[config.mk]
export PLATFORM = sky130hd
export DESIGN_NAME = axi_reg_slice
export DESIGN_NICKNAME = d
export VERILOG_FILES = /design/src/rtl/axi_reg_slice.sv
export SDC_FILE = /design/constraint.sdc
export NUM_CORES = 1
export LEC_CHECK = 0
export CORE_ASPECT_RATIO = 1.2
export CORE_UTILIZATION = 40
export DETAILED_ROUTE_END_ITERATION = 7
export PLACE_DENSITY = 0.69
export SETUP_SLACK_MARGIN = 0.1
export SYNTH_ARGS = -nofsm -noshare
export SYNTH_HDL_FRONTEND = slang
export SYNTH_HIERARCHICAL = 1
export SYNTH_SLANG_ARGS = --single-unit
export TNS_END_PERCENT = 30
[constraint.sdc]
create_clock -name uncoreclk -period 6 [get_ports uncoreclk]
set_input_delay 0.9 -clock uncoreclk [delete_from_list [all_inputs] [get_ports uncoreclk]]
set_output_delay 0.9 -clock uncoreclk [all_outputs]
set_load 0.02 [all_outputs]
[src/rtl/axi_reg_slice.sv]
`default_nettype none
// ============================================================================
//  Module   : axi_reg_slice_chan / axi_reg_slice
//  Purpose  : AXI4 register slice. Each of the five channels (AW, W, AR
//             forward s->m; B, R forward m->s) goes through its own 2-entry
//             skid buffer. Every ready, valid and payload output comes
//             straight from a flop, so no input reaches an output without
//             passing through a register.
//  Ports    : uncoreclk  - the only clock, rising edge
//             uncorerst  - asynchronous active-high reset
//             s_axi_*    - AXI4 slave side (from the upstream master)
//             m_axi_*    - AXI4 master side (toward the address mapper)
//  Revision : 1.0 - initial release
// ============================================================================

// ----------------------------------------------------------------------------
// axi_reg_slice_chan: one 2-entry skid buffer for a single valid/ready channel.
//   clk/rst                      - clock, async active-high reset
//   in_valid/in_ready/in_data    - upstream (producer) side
//   out_valid/out_ready/out_data - downstream (consumer) side
// ----------------------------------------------------------------------------
module axi_reg_slice_chan #(
  parameter int WIDTH = 8
) (
  input  logic             clk,
  input  logic             rst,
  input  logic             in_valid,
  output logic             in_ready,
  input  logic [WIDTH-1:0] in_data,
  output logic             out_valid,
  input  logic             out_ready,
  output logic [WIDTH-1:0] out_data
);

  logic [1:0]       count_q, count_d;
  logic             valid_q, valid_d;
  logic             ready_q, ready_d;
  logic [WIDTH-1:0] head_q, head_d;
  logic [WIDTH-1:0] tail_q, tail_d;
  logic             push, pop;

  always_comb begin
    push    = in_valid & ready_q;
    pop     = valid_q & out_ready;
    count_d = count_q;
    head_d  = head_q;
    tail_d  = tail_q;
    case ({push, pop})
      2'b10: begin
        count_d = count_q + 2'd1;
        if (count_q == 2'd0) head_d = in_data;
        else                 tail_d = in_data;
      end
      2'b01: begin
        // With one entry left the tail copy is stale but valid drops, so
        // shifting unconditionally is harmless and keeps the mux small.
        count_d = count_q - 2'd1;
        head_d  = tail_q;
      end
      2'b11: begin
        // Push needs count<2 and pop needs count>=1, so count is exactly 1:
        // the incoming beat replaces the departing head directly.
        head_d = in_data;
      end
      default: ;
    endcase
    valid_d = (count_d != 2'd0);
    ready_d = (count_d != 2'd2);
  end

  always_ff @(posedge clk or posedge rst) begin
    if (rst) begin
      count_q <= 2'd0;
      valid_q <= 1'b0;
      ready_q <= 1'b0;
    end else begin
      count_q <= count_d;
      valid_q <= valid_d;
      ready_q <= ready_d;
    end
  end

  // Payload storage has no reset; it is only observed while valid is high.
  always_ff @(posedge clk) begin
    head_q <= head_d;
    tail_q <= tail_d;
  end

  assign in_ready  = ready_q;
  assign out_valid = valid_q;
  assign out_data  = head_q;

endmodule

// ----------------------------------------------------------------------------
// axi_reg_slice: five independent channel slices. USER_WIDTH sizes the
// *user sideband fields on AW, AR, B and R.
// ----------------------------------------------------------------------------
module axi_reg_slice #(
  parameter int ADDR_WIDTH = 32,
  parameter int DATA_WIDTH = 64,
  parameter int ID_WIDTH   = 8,
  parameter int USER_WIDTH = 1
) (
  input  logic                    uncoreclk,
  input  logic                    uncorerst,
  // AW slave
  input  logic                    s_axi_awvalid,
  output logic                    s_axi_awready,
  input  logic [ADDR_WIDTH-1:0]   s_axi_awaddr,
  input  logic [ID_WIDTH-1:0]     s_axi_awid,
  input  logic [7:0]              s_axi_awlen,
  input  logic [2:0]              s_axi_awsize,
  input  logic [1:0]              s_axi_awburst,
  input  logic [2:0]              s_axi_awprot,
  input  logic [3:0]              s_axi_awcache,
  input  logic                    s_axi_awlock,
  input  logic [3:0]              s_axi_awqos,
  input  logic [USER_WIDTH-1:0]   s_axi_awuser,
  // W slave
  input  logic                    s_axi_wvalid,
  output logic                    s_axi_wready,
  input  logic [DATA_WIDTH-1:0]   s_axi_wdata,
  input  logic [DATA_WIDTH/8-1:0] s_axi_wstrb,
  input  logic                    s_axi_wlast,
  // B slave
  output logic                    s_axi_bvalid,
  input  logic                    s_axi_bready,
  output logic [ID_WIDTH-1:0]     s_axi_bid,
  output logic [1:0]              s_axi_bresp,
  output logic [USER_WIDTH-1:0]   s_axi_buser,
  // AR slave
  input  logic                    s_axi_arvalid,
  output logic                    s_axi_arready,
  input  logic [ADDR_WIDTH-1:0]   s_axi_araddr,
  input  logic [ID_WIDTH-1:0]     s_axi_arid,
  input  logic [7:0]              s_axi_arlen,
  input  logic [2:0]              s_axi_arsize,
  input  logic [1:0]              s_axi_arburst,
  input  logic [2:0]              s_axi_arprot,
  input  logic [3:0]              s_axi_arcache,
  input  logic                    s_axi_arlock,
  input  logic [3:0]              s_axi_arqos,
  input  logic [USER_WIDTH-1:0]   s_axi_aruser,
  // R slave
  output logic                    s_axi_rvalid,
  input  logic                    s_axi_rready,
  output logic [ID_WIDTH-1:0]     s_axi_rid,
  output logic [DATA_WIDTH-1:0]   s_axi_rdata,
  output logic [1:0]              s_axi_rresp,
  output logic                    s_axi_rlast,
  output logic [USER_WIDTH-1:0]   s_axi_ruser,
  // AW master
  output logic                    m_axi_awvalid,
  input  logic                    m_axi_awready,
  output logic [ADDR_WIDTH-1:0]   m_axi_awaddr,
  output logic [ID_WIDTH-1:0]     m_axi_awid,
  output logic [7:0]              m_axi_awlen,
  output logic [2:0]              m_axi_awsize,
  output logic [1:0]              m_axi_awburst,
  output logic [2:0]              m_axi_awprot,
  output logic [3:0]              m_axi_awcache,
  output logic                    m_axi_awlock,
  output logic [3:0]              m_axi_awqos,
  output logic [USER_WIDTH-1:0]   m_axi_awuser,
  // W master
  output logic                    m_axi_wvalid,
  input  logic                    m_axi_wready,
  output logic [DATA_WIDTH-1:0]   m_axi_wdata,
  output logic [DATA_WIDTH/8-1:0] m_axi_wstrb,
  output logic                    m_axi_wlast,
  // B master
  input  logic                    m_axi_bvalid,
  output logic                    m_axi_bready,
  input  logic [ID_WIDTH-1:0]     m_axi_bid,
  input  logic [1:0]              m_axi_bresp,
  input  logic [USER_WIDTH-1:0]   m_axi_buser,
  // AR master
  output logic                    m_axi_arvalid,
  input  logic                    m_axi_arready,
  output logic [ADDR_WIDTH-1:0]   m_axi_araddr,
  output logic [ID_WIDTH-1:0]     m_axi_arid,
  output logic [7:0]              m_axi_arlen,
  output logic [2:0]              m_axi_arsize,
  output logic [1:0]              m_axi_arburst,
  output logic [2:0]              m_axi_arprot,
  output logic [3:0]              m_axi_arcache,
  output logic                    m_axi_arlock,
  output logic [3:0]              m_axi_arqos,
  output logic [USER_WIDTH-1:0]   m_axi_aruser,
  // R master
  input  logic                    m_axi_rvalid,
  output logic                    m_axi_rready,
  input  logic [ID_WIDTH-1:0]     m_axi_rid,
  input  logic [DATA_WIDTH-1:0]   m_axi_rdata,
  input  logic [1:0]              m_axi_rresp,
  input  logic                    m_axi_rlast,
  input  logic [USER_WIDTH-1:0]   m_axi_ruser
);

  localparam int A_PL = ADDR_WIDTH + ID_WIDTH + 25 + USER_WIDTH;
  localparam int W_PL = DATA_WIDTH + DATA_WIDTH/8 + 1;
  localparam int B_PL = ID_WIDTH + 2 + USER_WIDTH;
  localparam int R_PL = ID_WIDTH + DATA_WIDTH + 3 + USER_WIDTH;

  logic [A_PL-1:0] aw_in, aw_out, ar_in, ar_out;
  logic [W_PL-1:0] w_in, w_out;
  logic [B_PL-1:0] b_in, b_out;
  logic [R_PL-1:0] r_in, r_out;

  assign aw_in = {s_axi_awaddr, s_axi_awid, s_axi_awlen, s_axi_awsize, s_axi_awburst,
                  s_axi_awprot, s_axi_awcache, s_axi_awlock, s_axi_awqos, s_axi_awuser};
  assign {m_axi_awaddr, m_axi_awid, m_axi_awlen, m_axi_awsize, m_axi_awburst,
          m_axi_awprot, m_axi_awcache, m_axi_awlock, m_axi_awqos, m_axi_awuser} = aw_out;

  assign ar_in = {s_axi_araddr, s_axi_arid, s_axi_arlen, s_axi_arsize, s_axi_arburst,
                  s_axi_arprot, s_axi_arcache, s_axi_arlock, s_axi_arqos, s_axi_aruser};
  assign {m_axi_araddr, m_axi_arid, m_axi_arlen, m_axi_arsize, m_axi_arburst,
          m_axi_arprot, m_axi_arcache, m_axi_arlock, m_axi_arqos, m_axi_aruser} = ar_out;

  assign w_in = {s_axi_wdata, s_axi_wstrb, s_axi_wlast};
  assign {m_axi_wdata, m_axi_wstrb, m_axi_wlast} = w_out;

  assign b_in = {m_axi_bid, m_axi_bresp, m_axi_buser};
  assign {s_axi_bid, s_axi_bresp, s_axi_buser} = b_out;

  assign r_in = {m_axi_rid, m_axi_rdata, m_axi_rresp, m_axi_rlast, m_axi_ruser};
  assign {s_axi_rid, s_axi_rdata, s_axi_rresp, s_axi_rlast, s_axi_ruser} = r_out;

  axi_reg_slice_chan #(.WIDTH(A_PL)) u_aw (
    .clk(uncoreclk), .rst(uncorerst),
    .in_valid(s_axi_awvalid), .in_ready(s_axi_awready), .in_data(aw_in),
    .out_valid(m_axi_awvalid), .out_ready(m_axi_awready), .out_data(aw_out));

  axi_reg_slice_chan #(.WIDTH(W_PL)) u_w (
    .clk(uncoreclk), .rst(uncorerst),
    .in_valid(s_axi_wvalid), .in_ready(s_axi_wready), .in_data(w_in),
    .out_valid(m_axi_wvalid), .out_ready(m_axi_wready), .out_data(w_out));

  axi_reg_slice_chan #(.WIDTH(B_PL)) u_b (
    .clk(uncoreclk), .rst(uncorerst),
    .in_valid(m_axi_bvalid), .in_ready(m_axi_bready), .in_data(b_in),
    .out_valid(s_axi_bvalid), .out_ready(s_axi_bready), .out_data(b_out));

  axi_reg_slice_chan #(.WIDTH(A_PL)) u_ar (
    .clk(uncoreclk), .rst(uncorerst),
    .in_valid(s_axi_arvalid), .in_ready(s_axi_arready), .in_data(ar_in),
    .out_valid(m_axi_arvalid), .out_ready(m_axi_arready), .out_data(ar_out));

  axi_reg_slice_chan #(.WIDTH(R_PL)) u_r (
    .clk(uncoreclk), .rst(uncorerst),
    .in_valid(m_axi_rvalid), .in_ready(m_axi_rready), .in_data(r_in),
    .out_valid(s_axi_rvalid), .out_ready(s_axi_rready), .out_data(r_out));

endmodule

`default_nettype wire

Yosys cells after proc, flatten, opt, wreduce, memory -nomap -nowiden

Index checks and enable logic that the tools add are counted.
Widths: inputs -> output; s select.

Flip-flop bits (word level): 604
Bits of input ports: 304
Logic and storage cells: 115
Output and inout bits: 302

$add $sub $neg: 10
Muxes and demuxes: 15
Bitwise operators: 15
Equality and inequality tests: 25
Reduce and logical (&&, ||, !) cells: 25

Operators with widths:

| operator            | count |
|---|---|
| $pmux 66 s3         | 2 |
| $pmux 76 s3         | 1 |
| $pmux 73 s3         | 1 |
| $mux 66             | 2 |
| $mux 76             | 1 |
| $mux 73             | 1 |
| $pmux 11 s3         | 1 |
| $eq 2x2->1 const B  | 10 |
| $pmux 2 s2          | 5 |
| $reduce_and 2->1    | 10 |
| $reduce_bool 3->1   | 5 |
| $mux 11             | 1 |
| $add 2x1->2 const B | 5 |
| $and 1x1->1         | 10 |
| $eq 2x1->1 const B  | 5 |
| $logic_not 2->1     | 5 |
| $ne 2x1->1 const B  | 5 |
| $ne 2x2->1 const B  | 5 |
| $reduce_bool 2->1   | 5 |
| $sub 2x1->2 const B | 5 |
| $not 1->1           | 5 |

Longest topological paths before layout

Gate-level depths: netlist of run 1.

Depth in word-level cells: 4
Depth in mapped cells: 8
Mapped depth without buffers: 6

Hierarchy

The synthesis of run 1 kept the hierarchy.

Modules (own cells, without submodules):

| module                        | times used | seq. area each (um^2) | area each (um^2) | cells each |
|---|---|---|---|---|
| axi_reg_slice_chan (u_ar ...) | 2          | 4063.9                | 5097.4           | 233 |
| axi_reg_slice_chan (u_r)      | 1          | 4664.5                | 5803.1           | 264 |
| axi_reg_slice_chan (u_w)      | 1          | 4484.3                | 5522.8           | 254 |
| axi_reg_slice_chan (u_b)      | 1          | 760.7                 | 1031.0           | 61 |

Worst setup path before layout of run 1

OpenSTA, ideal clock, no wires.

Path type: input-to-reg
Start: input port m_axi_rvalid
End: register u_r.head_q[0], in the netlist u_r/out_data[0] (enable)
Setup time: 0.615 ns
Arrival time: 6.618 ns
Required time: 5.385 ns
Stages on the path: 3
Buffers on the path: 0
Slack: -1.233 ns
Path through: and2_1 ha_1 o21ai_0

Cells in the longest elaborated chain, start to end: 4
Elaborated cells between the ends (all ways): 7
Classes of those cells: 4 x eq/ne; 1 x bitwise; 2 x reduce/logical

Ends and longest elaborated chain:

| element                                                          | line | source |
|---|---|---|
| from (decl)                                                      | 192  | `input logic m_axi_rvalid,` |
| $and 1x1->1 (*)                                                  | 43   | `push = in_valid & ready_q;` |
| $eq 2x2->1 or $eq 2x1->1 (tied branches)                         | 48   | `case ({push, pop})` |
| $ne 2x1->1 (no source line) or $reduce_bool 3->1 (tied branches) | --   |  |
| $reduce_and 2->1 (no source line) (*)                            | --   |  |
| to (signal assigned)                                             | 85   | `head_q <= head_d;` |
| to (decl)                                                        | 38   | `logic [WIDTH-1:0] head_q, head_d;` |

Mark *: on every way between the ends. The rest lies on a longest branch, timed or not.
A chain may end at the register's enable or synchronous reset.

Worst setup path after layout of run 1

Start: input port m_axi_rvalid
End: register u_r.tail_q[58] (enable)

Cells in the longest elaborated chain, start to end: 3

Ends and longest elaborated chain:

| element                           | line | source |
|---|---|---|
| $and 1x1->1                       | 43   |  |
| $eq 2x2->1                        | 48   |  |
| $reduce_and 2->1 (no source line) | --   |  |
| to (signal assigned)              | 86   | `tail_q <= tail_d;` |
| to (decl)                         | 39   | `logic [WIDTH-1:0] tail_q, tail_d;` |

No other way between the ends.

==> results of run 1 <==
[kinds of logic (layout without fill, tap and decap cells)]
kind of cell	count (synthesis)	after routing	share of synthesized area (%)
simple gates	50	50	0.999
other cells	0	4	0
flops	604	604	80.0
fa+ha+maj	10	10	0.555
xor+xnor	20	20	0.777
mux	292	292	15.6
buf+inv	54	737	1.72
compound gates	15	15	0.388
[state kept, by name, summed over array words and instances (netlist names), 2 cells and up]
signal,flops
u_w/out_data,73
u_b/tail_q,11
u_r/out_data,76
u_w/count_q,2
u_b/out_data,11
u_b/count_q,2
u_w/tail_q,73
u_ar/tail_q,66
u_aw/tail_q,66
u_ar/count_q,2
u_r/tail_q,76
u_aw/out_data,66
u_ar/out_data,66
u_aw/count_q,2
u_r/count_q,2
[per-layer routing]
layer | global-route usage [%] | vias to the layer above
li1 | - | 5367
met1 | 21.0 | 5930
met2 | 32.0 | 515
met3 | 8.52 | 81
met4 | 5.94 | 10
met5 | 0 | -
[power groups by stage]
stage	Clock [mW]	Sequential (mW)	Combinational, mW
after floorplan	0	7.10	1.33
after global placement	0	6.33	3.73
after global routing	3.80	6.37	3.96
after detailed placement	0	6.37	3.78
final	3.55	6.28	3.74
after CTS	3.65	6.29	3.79
[per-stage QoR]
stage               total power [mW]  area (um2)  hold WS [ps]  setup TNS, ps
floorplan                       8.43       22600           499         -64510
global placement                10.1       29400           512              0
detailed placement              10.1       29400           519              0
CTS                             13.7       31200           531              0
global route                    14.1       31200           554              0
finish                          13.6       31200           526              0
[worst paths after layout]
path                                                to  slack, ps
hold / removal             u_ar/out_data[50]$_DFFE_PP_        530
setup / recovery              u_r/tail_q[58]$_DFFE_PP_       2900
max in group asynchronous    u_aw/count_q[1]$_DFF_PP0_       4920
min in group asynchronous      u_r/out_valid$_DFF_PP0_        880
hold reg to reg            u_ar/out_data[50]$_DFFE_PP_        530
setup reg to reg              u_r/tail_q[58]$_DFFE_PP_       3180
[placed cells by master (no fill, tap or decap), drive strengths merged]
master and count:
clkdlybuf4s50 605, diode 4, clkinv 25, a21oi 5, inv 16, a22oi 5
o21ai 5, clkinvlp 2, mux2 292, clkbuf 75, bufinv 4, xor2 10
nor2 20, nor2b 10, and2 5, buf 10, xnor2 10, ha 10
dfrtp 20, nand2 15, edfxtp 584
[worst max-delay path, delay by kind of cell]
kind	cells	cell delay [ps]
adders and majority gates	1	260
buffers and inverters	2	1130
and+or+nand+nor	2	990
[cell type report]
type	count	area, um2	share of cell area (%)
Antenna cell	4	10.0	0.0320
Tap cell	720	901	2.88
Timing Repair Buffer	615	6140	19.7
Clock inverter	32	285	0.913
Multi-Input combinational cell	387	4250	13.6
Sequential cell	604	18000	57.7
Clock buffer	75	1560	4.99
Inverter	15	56.3	0.180
==> summary by stage, run 1 <==
Place
The number of placed instances, taps included, is 2341. Routability-driven placement finished with a final weighted congestion of 0.815. The post-DP HPWL is 39.7 mm. OpenSTA, run right after detailed placement, puts the worst setup slack at 2290 ps. The number of buffers inserted by port buffering is 605.

Final layout
The layout has 4271 filler cells. Cells with a size suffix above 1 make up 22.7% of the layout. At the end of the flow, the number of nets in the layout was 1995. The number of standard cells in the layout, taps in and fillers out is 2452. The layout-stage area growth over the synthesis result is 38.5%. The final core area utilization is 56.5%.

Synthesis
The number of storage elements in the synthesis netlist is 604. The largest total area in the synthesized netlist belongs to edfxtp_1. The number of enable flip-flop cells after synthesis is 584. The fraction of synthesis flops using an asynchronous set or reset pin is 3.31%. The number of distinct library cell variants in the gate-level netlist after synthesis is 21. The share of the yosys chip area belonging to registers is 80.0%. Of the post-synthesis cell area, the dominant cell type holds 77.8%. The synthesized netlist occupies a cell area of 0.0226 mm2.

The count of yosys warnings during synthesis is 6. Among all cell types in the netlist, the one instantiated most often is edfxtp_1. Sorting the synthesized cells by area gives the leading types as edfxtp_1 78%, mux2_2 12%, mux2_4 4.0%. The synthesized area per cell is 21.6 um2.

In the synthesized netlist the dominant register cell turns out to be edfxtp_1. The number of nets in the synthesized netlist is 1359. The cell count after synthesis came out at 1045.

Sorting the synthesized cells by how often they occur yields 584 x edfxtp_1, 232 x mux2_2, 60 x mux2_4.

Critical path
At the worst endpoint, the required time is 6230 ps. The slowest library cell on the worst path is nor2b_4. The worst register-to-register path begins at u_r/out_valid$_DFF_PP0_.

Tracing the worst setup path back leads to its startpoint at m_axi_rvalid. The critical path goes through clkdlybuf4s50_1, and2_1, ha_1, nor2b_4, buf_4. STA puts the critical path data arrival time at 3330 ps. Counting cells, the worst reg-to-reg path comes to 4. The largest fanout on the critical path is 46.

The element type at the critical path start is an input pin. The largest incremental delay on the critical path is 830 ps. The worst setup path category is input pin to register. The nature of the critical path endpoint is a register.

GRT
The via count of the first global-routing pass is 12684. For this run the aggregate overflow at the end of global routing stands at 0. The number of antenna violations at the first check in global routing came to 10. The pin count of the biggest net entering global routing is 76.

The first global-routing pass estimated 79.9 mm of wire. The global-route usage over all layers is 18.8%.

Worst hold path
The cell depth of the worst hold path is 1. The classification of the worst-slack hold path is register to register. The startpoint of the most critical hold path is u_ar/tail_q[50]$_DFFE_PP_.

Drt
The routed metal-1 wirelength is 19.9 mm. The first detailed-routing pass took 4 iterations. The number of vias after detailed routing is 11903. In the final routed layout, each cell accounts on average for 22.6 um. The average via count per standard cell is 4.85. The detail route stage leaves a number of antenna-violating nets equal to 0. The uppermost metal layer occupied by signal nets is met5. For this block, the routed nets add up to 55.5 mm of wire. The number of violations reported at the end of detailed-routing iteration 0 is 577. The amount of wire on met2 after detailed routing is 27.8 mm. The wire length on met3 is 6.35 mm. The detailed-route DRC error count is 0.

Die
The starting utilization of the core area is 40.8%. The placement row count is 94. For this design the top-level I/O count stands at 606. The placeable core region is 0.0553 mm2. The horizontal die dimension is 219 um. The die is 262 um tall.

The die area is 0.0573 mm2.

Clock network
The number of H-tree levels is 2. The clock net in this run drives a total of 604 sinks. The post-CTS setup repair buffer count is 0. In this run the clock root is driven by a clkbuf_16. The number of gates resized after CTS is 0. The maximum clock insertion buffer count is 3. The quantity of hold-fixing buffers added after cts is 0. Clock latency on the worst-skew pair, taken at its later pin, is 610 ps.

TritonCTS built the clock tree. Buffers inserted during clock tree synthesis total 58. Clock-pin slew was measured on the worst setup and hold paths at 60 ps.

Power and ir drop
The share of total power dissipated in the clock network is 26.1%. The internal cell power is 9.64 mW. The cell leakage power is 10.7 nW. In this run the power density over the cells is 434 mW/mm2. The peak supply drop is 0.329 mV.

Of the total power, registers draw 46.3%. The combinational share of power is 27.6%. Of the total power, the share spent switching nets is 29.0%.

The switching power is 3.93 mW.

Timing
Based on the critical path, the design can be clocked at up to 323 MHz. The final number of setup-violating endpoints is 0. Across all setup checks in the final design, the least slack found is 2900 ps. The worst path in the final design needs a cycle of 3100 ps, including I/O delays and setup. Setup repair after global routing left no endpoint under its margin. The number of hold violations in the final report is 0. The total count of max-transition violations in the final report is 0. The worst path uses 51.6% of the clock period. Headroom to the max-slew limit came out at 25.0%. The transition at the pin with the smallest max-transition slack is 1120 ps. The setup clock skew after layout is 23.6 ps.

Run
The max-cap violation count is 0.

Status
The run finished with clean final reports.
Power figures use the tool's default switching activity.
==> run 2: changes to the inputs <==
PLACE_DENSITY = 0.66   (was 0.69)
clock period = 3 ns   (was 6 ns; I/O delays follow)
==> summary by stage, run 2 (synthesis results as in run 1) <==
GRT
The global-route usage over all layers came to 19.0% (+0.21 points). The via count of the first global-routing pass is 12634 (-0.39%). The pin count of the biggest net entering global routing is 77 (+1.3%).

The wire length of the first global-routing pass is 80.2 mm (+0.43%). The total overflow reported by the global router is 0 (unchanged). The number of antenna violations at the first check in global routing came to 11 (+1).

Final layout
The layout-stage area growth over the synthesis result is 40.4%. The net count reported at finish came to 2008 (+0.65%). Leaving out fill and tap cells, the most frequent cells in the layout are 605 x clkdlybuf4s50_1, 584 x edfxtp_1, 232 x mux2_2, 60 x mux2_4, 58 x clkbuf_16. The ratio of cells with drive above 1 in the final layout is 23.8% (+1.1 points). The final core area utilization is 57.3% (+0.76 points).

The number of standard cells in the layout, taps in and fillers out is 2467 (+0.61%). Leaving out fill and tap cells, the most frequent cell in the layout is clkdlybuf4s50_1.

Critical path
The buffers plus inverters on the worst setup path is 1 (-1). The slowest library cell on the worst path is clkdlybuf4s50_1. The worst register-to-register path begins at u_w/in_ready$_DFF_PP0_.

The largest incremental delay on the critical path came to 660 ps (-170 ps). The worst setup path category is register to output port. The critical path goes through clkdlybuf4s50_1. The required time of the worst setup path is 2550 ps (-3680 ps). The largest fanout on the critical path is 2 (-96%). Broken down by cell family, the worst path's largest delay share belongs to buffers and inverters. The nature of the critical path endpoint is an output port. The arrival time of the worst setup path is 1690 ps (-1640 ps). The element type at the critical path start is a register. Tracing the worst setup path back leads to its startpoint at u_r/in_ready$_DFF_PP0_.

Drt
The number of violations reported at the end of detailed-routing iteration 0 was 636 (+10%). The routed length per instance is 23.1 um (+2.1%). The remaining number of nets flagged by the antenna check after routing came to 0 (unchanged).

The detailed-route DRC error count is 0 (unchanged). The routed wire length was 57.0 mm (+2.7%). The number of vias after detailed routing was 11951 (+0.40%). The iteration count of the initial detailed-routing pass was 4 (unchanged). The average via count per standard cell is 4.84 (-0.21%).

Timing
Setup repair after global routing left no endpoint under its margin. The maximum operating frequency is 466 MHz. After layout, the minimum clock period comes to 2140 ps. The final number of setup-violating endpoints is 0 (unchanged). The transition at the pin with the smallest max-transition slack was 771 ps (-349 ps). The total count of max-transition violations in the final report is 0 (unchanged).

The number of hold violations in the final report came to 0 (unchanged). The final sum of negative setup slack is 0 ps (unchanged). The setup clock skew after layout is 22.9 ps (-0.673 ps). Of the available clock period, the critical path in the final layout requires 71.5%. The final critical-path setup slack is 855 ps (-2050 ps). The worst slew margin relative to its limit came to 48.4% (+23 points).

Clock network
The maximum clock insertion buffer count is 3 (unchanged). The post-CTS setup repair buffer count is 0 (unchanged). The number of clock buffers inserted by TritonCTS is 58 (unchanged). The number of gates resized after CTS was 0 (unchanged).

The insertion delay to the later sink of the worst-skew pair is 610 ps (about the same). The number of H-tree levels is 2 (unchanged). The clock-pin slew of the registers on the worst-case setup and hold paths is 60 ps (about the same). The clock root buffer is clkbuf_16. TritonCTS built the clock tree. The clock sink count came to 604 (unchanged).

The quantity of hold-fixing buffers added after cts is 0 (unchanged).

Die
The die area is 0.0573 mm2 (unchanged). The placement row count is 94 (unchanged). The overall die height was 262 um (unchanged).

The placeable core region came to 0.0553 mm2 (unchanged). The boundary pin count came to 606 (unchanged). The horizontal die dimension came to 219 um (unchanged). The starting utilization of the core area is 40.8% (unchanged).

Place
The number of buffers inserted by port buffering came to 605 (unchanged). The global placement routability congestion was 0.800 (-1.9%). The setup slack at placement is 436 ps (-1850 ps). The post-DP HPWL is 41.2 mm (+3.8%). The total instance count after detailed placement is 2354 (+0.56%).

Power and ir drop
The cell leakage power is 10.9 nW (+1.7%). The peak supply drop is 0.606 mV (+84%). The power density over cell area was 879 mW/mm2 (+100%). The total power is 27.8 mW (+110%).

Worst hold path
The min-delay analysis places its worst path in the category input pin to async pin.

Status
The flow ran to the end, and the final reports show no timing, DRC or antenna violations.

Run
The max-cap violation count is 0 (unchanged).
-- run 2: changes by cell type in the layout (fill, tap and decap cells not counted), moves of 2 or more --
cell / delta
buf_12: +16
clkbuf_8: +7
clkinv_1: -6
bufinv_16: +4
buf_4: -3
clkbuf_1: -3
diode_2: +3
clkbuf_16: -2
clkinv_2: -2
-- run 2: layer usage --
layer | wire length, um | GRT usage [%]
met1 | 20700 | 21.0
met5 | 68 | 0
met3 | 6250 | 8.32
met4 | 1450 | 6.39
met2 | 28500 | 32.7
-- run 2: stage by stage --
step           instance area (um2)  hold slack [ps]
2_1_floorplan                22600              216
4_1_cts                      31600              378
3_5_place_dp                 29700              528
6_report                     31700              417
5_1_grt                      31700              390
3_3_place_gp                 29700              514
-- run 2: path summary, 6_finish.rpt --
path | to | slack (ps) | depth (start not counted)
min in group uncoreclk | u_b/tail_q[6]$_DFFE_PP_ | 420 | 1
max in group asynchronous | u_aw/in_ready$_DFF_PP0_ | 2370 | 2
worst min register to register | u_r/out_data[54]$_DFFE_PP_ | 530 | 1
worst max register to register | u_w/out_data[33]$_DFFE_PP_ | 920 | 4
worst max-delay path | m_axi_rready | 860 | 1
worst min-delay path | u_w/out_valid$_DFF_PP0_ | 420 | 2
-- run 2: report_power, final --
part / switching [mW] / total (mW) / internal [mW]
logic: 4.22 / 7.78 / 3.56
registers: 0.691 / 12.6 / 11.9
clock network: 3.08 / 7.49 / 4.41
total: 7.99 / 27.8 / 19.8
-- run 2: cell type report --
| class | count | area, um2 |
|---|---|---|
| Timing Repair Buffer | 628 | 6440 |
| Clock inverter | 29 | 367 |
| Antenna cell | 7 | 17.5 |
| Inverter | 15 | 56.3 |
| Tap cell | 720 | 901 |
| Clock buffer | 77 | 1590 |
| Sequential cell | 604 | 18000 |
| Multi-Input combinational cell | 387 | 4250 |
| Fill cell | 4290 | 23600 |
==> run 3: changes to the inputs <==
PLACE_DENSITY = 0.69   (was 0.66)
clock period = 1.7 ns   (was 3 ns; I/O delays follow)
==> summary by stage, run 3 (synthesis results as in run 1) <==
GRT
The global-route usage over all layers came to 19.7% (+0.68 points). The total overflow reported by the global router is 0 (unchanged). The met3 demand-to-capacity share in global routing is 9.33% (+1.0 points). The wire length of the first global-routing pass is 83.4 mm (+4.0%). The routing layer with the top usage in global route is met2.

The met2 capacity usage during global routing was 33.7% (+1.0 points). The number of antenna violations at the first check in global routing is 18 (+7). The met1 track utilization from global routing is 21.3% (+0.29 points).

The pin count of the biggest net entering global routing was 51 (-34%). The via count of the first global-routing pass is 13087 (+3.6%).

Clock network
The clock sink count is 604 (unchanged). The number of H-tree levels is 2 (unchanged). Clock tree synthesis selected as its root buffer the cell clkbuf_16.

The insertion delay to the later sink of the worst-skew pair is 630 ps (+20 ps). TritonCTS built the clock tree. The number of clock buffers inserted by TritonCTS is 59 (+1.7%). The quantity of hold-fixing buffers added after cts is 0 (unchanged). The clock-pin slew of the registers on the worst-case setup and hold paths is 60 ps (about the same).

The maximum clock insertion buffer count is 3 (unchanged).

Drt
The remaining number of nets flagged by the antenna check after routing is 0 (unchanged). The average via count per standard cell is 4.87 (+0.54%). The detailed-route DRC error count is 0 (unchanged). The number of vias after detailed routing came to 12381 (+3.6%). The routed length per instance is 24.2 um (+4.7%). The number of violations reported at the end of detailed-routing iteration 0 is 683 (+7.4%). The iteration count of the initial detailed-routing pass is 5 (+1). The routed wire length came to 61.5 mm (+7.9%).

Critical path
The nature of the critical path endpoint is a register. The setup path with the least slack is of type register to register. The most critical setup path has its startpoint at u_w/in_ready$_DFF_PP0_. The arrival time of the worst setup path is 2090 ps (+400 ps). The worst setup path is launched from a register. The worst reg2reg path depth is 6 (+2). The required time of the worst setup path is 2060 ps (-490 ps). The minimum setup slack among reg-to-reg paths is -20 ps (-940 ps).

The largest fanout on the critical path is 6 (+4). The worst register-to-register path ends at u_w/out_data[41]$_DFFE_PP_. The endpoint of the worst setup timing path is u_w/out_data[41]$_DFFE_PP_. The launching point of the worst reg2reg path is u_w/in_ready$_DFF_PP0_.

Timing
The transition at the pin with the smallest max-transition slack was 526 ps (-245 ps). The setup clock skew after layout was 29.0 ps (+6.05 ps). Derived from the worst setup path, the maximum achievable clock frequency is 580 MHz. The total count of max-transition violations in the final report is 0 (unchanged).

The minimum hold slack was 209 ps (-208 ps). The worst slew margin relative to its limit was 64.8% (+16 points). The final sum of negative setup slack is -602 ps (-602 ps).

After layout, the worst path uses 101% of the clock period. Setup repair after global routing could not meet its margin everywhere. The final critical-path setup slack came to -22.7 ps (-878 ps). The final number of setup-violating endpoints is 69 (+69). The time the worst path needs with I/O delays and setup is 1720 ps. The number of hold violations in the final report was 0 (unchanged).

Final layout
The final core area utilization is 60.3% (+3.0 points). The ratio of cells with drive above 1 in the final layout is 37.4% (+14 points). The net count reported at finish was 2083 (+3.7%). The layout-stage area growth over the synthesis result is 47.9%. The final standard cell area without fillers is 0.0333 mm2 (+5.3%). Leaving out fill and tap cells, the most frequent cells in the layout are 584 x edfxtp_1, 303 x clkdlybuf4s50_1, 178 x mux2_4, 141 x clkdlybuf4s15_2, 114 x mux2_2.

The most frequent standard cell in the layout excluding fill and tap cells is edfxtp_1. The number of standard cells in the layout, taps in and fillers out was 2542 (+3.0%). The number of fill cells in the layout is 4045 (-5.7%).

Run
The max-cap violation count is 0 (unchanged).

Die
The horizontal die dimension is 219 um (unchanged). The starting utilization of the core area was 40.8% (unchanged). The placement row count came to 94 (unchanged). The boundary pin count is 606 (unchanged). The die area was 0.0573 mm2 (unchanged). The overall die height is 262 um (unchanged).

The placeable core region is 0.0553 mm2 (unchanged).

Worst hold path
The classification of the worst-slack hold path is input pin to register.

Power and ir drop
The power density over cell area is 1500 mW/mm2 (+71%). The cell leakage power was 12.1 nW (+11%). The total power came to 50.0 mW (+80%). The peak supply drop is 0.978 mV (+61%).

Place
The setup slack at placement is -321 ps (-757 ps). The post-DP HPWL is 42.9 mm (+4.0%). The standard cell area after detailed placement is 0.0302 mm2 (+1.8%).

The global placement routability congestion is 0.817 (+2.2%). The number of buffers inserted by port buffering is 605 (unchanged). The total instance count after detailed placement is 2390 (+1.5%).

Status
The checks that failed: negative setup slack. The flow ran to the end, but the final reports show violations.
run 3: cell type report:
class,count,area (um2),share of cell area [%]
antenna,8,20.0,0.0600
inverter,15,61.3,0.184
clock buffer,73,1530,4.59
multi-input combinational,387,4800,14.4
timing repair buffer,702,7720,23.2
sequential,604,18000,54.1
tap,720,901,2.70
clock inverter,33,268,0.803
run 3: worst min path at each step:
stage                                   start                   endpoint  slack (ps)  cells past startpoint
floorplan                           uncorerst  u_ar/count_q[0]$_DFF_PP0_          20                      1
global placement    u_ar/count_q[1]$_DFF_PP0_  u_ar/count_q[1]$_DFF_PP0_         510                      1
detailed placement   u_r/count_q[1]$_DFF_PP0_   u_r/count_q[1]$_DFF_PP0_         520                      1
CTS                             s_axi_arid[4]  u_ar/tail_q[30]$_DFFE_PP_         170                      1
global route                    s_axi_arid[4]  u_ar/tail_q[30]$_DFFE_PP_         190                      1
finish                        m_axi_rdata[43]   u_r/tail_q[47]$_DFFE_PP_         210                      1
run 3: where the power goes:
| group | internal, mW | switching [mW] | leakage, nW |
|---|---|---|---|
| sequential | 21.0 | 1.16 | 5.70 |
| clock | 6.82 | 5.50 | 0.859 |
| combinational | 7.35 | 8.25 | 5.55 |
| total | 35.1 | 14.9 | 12.1 |
run 3: repair_timing:
item	4_1_cts	5_1_grt
pin swaps	4	7
gates resized for setup	823	116
setup endpoints to repair	813	832
cloned	0	27
setup buffers	0	11
run 3: worst max-delay path: stages (launching register included):
cell,delay [ps]
dfrtp_2,430
and2_4,170
inv_2,60
ha_4,190
buf_12,140
buf_6,140
mux2_2,340
run 3: layer usage:
| layer | vias to the layer above | routed length, um |
|---|---|---|
| li1 | 5541 | - |
| met1 | 6200 | 21600 |
| met5 | - | 134 |
| met2 | 515 | 31400 |
| met3 | 105 | 6800 |
| met4 | 20 | 1540 |
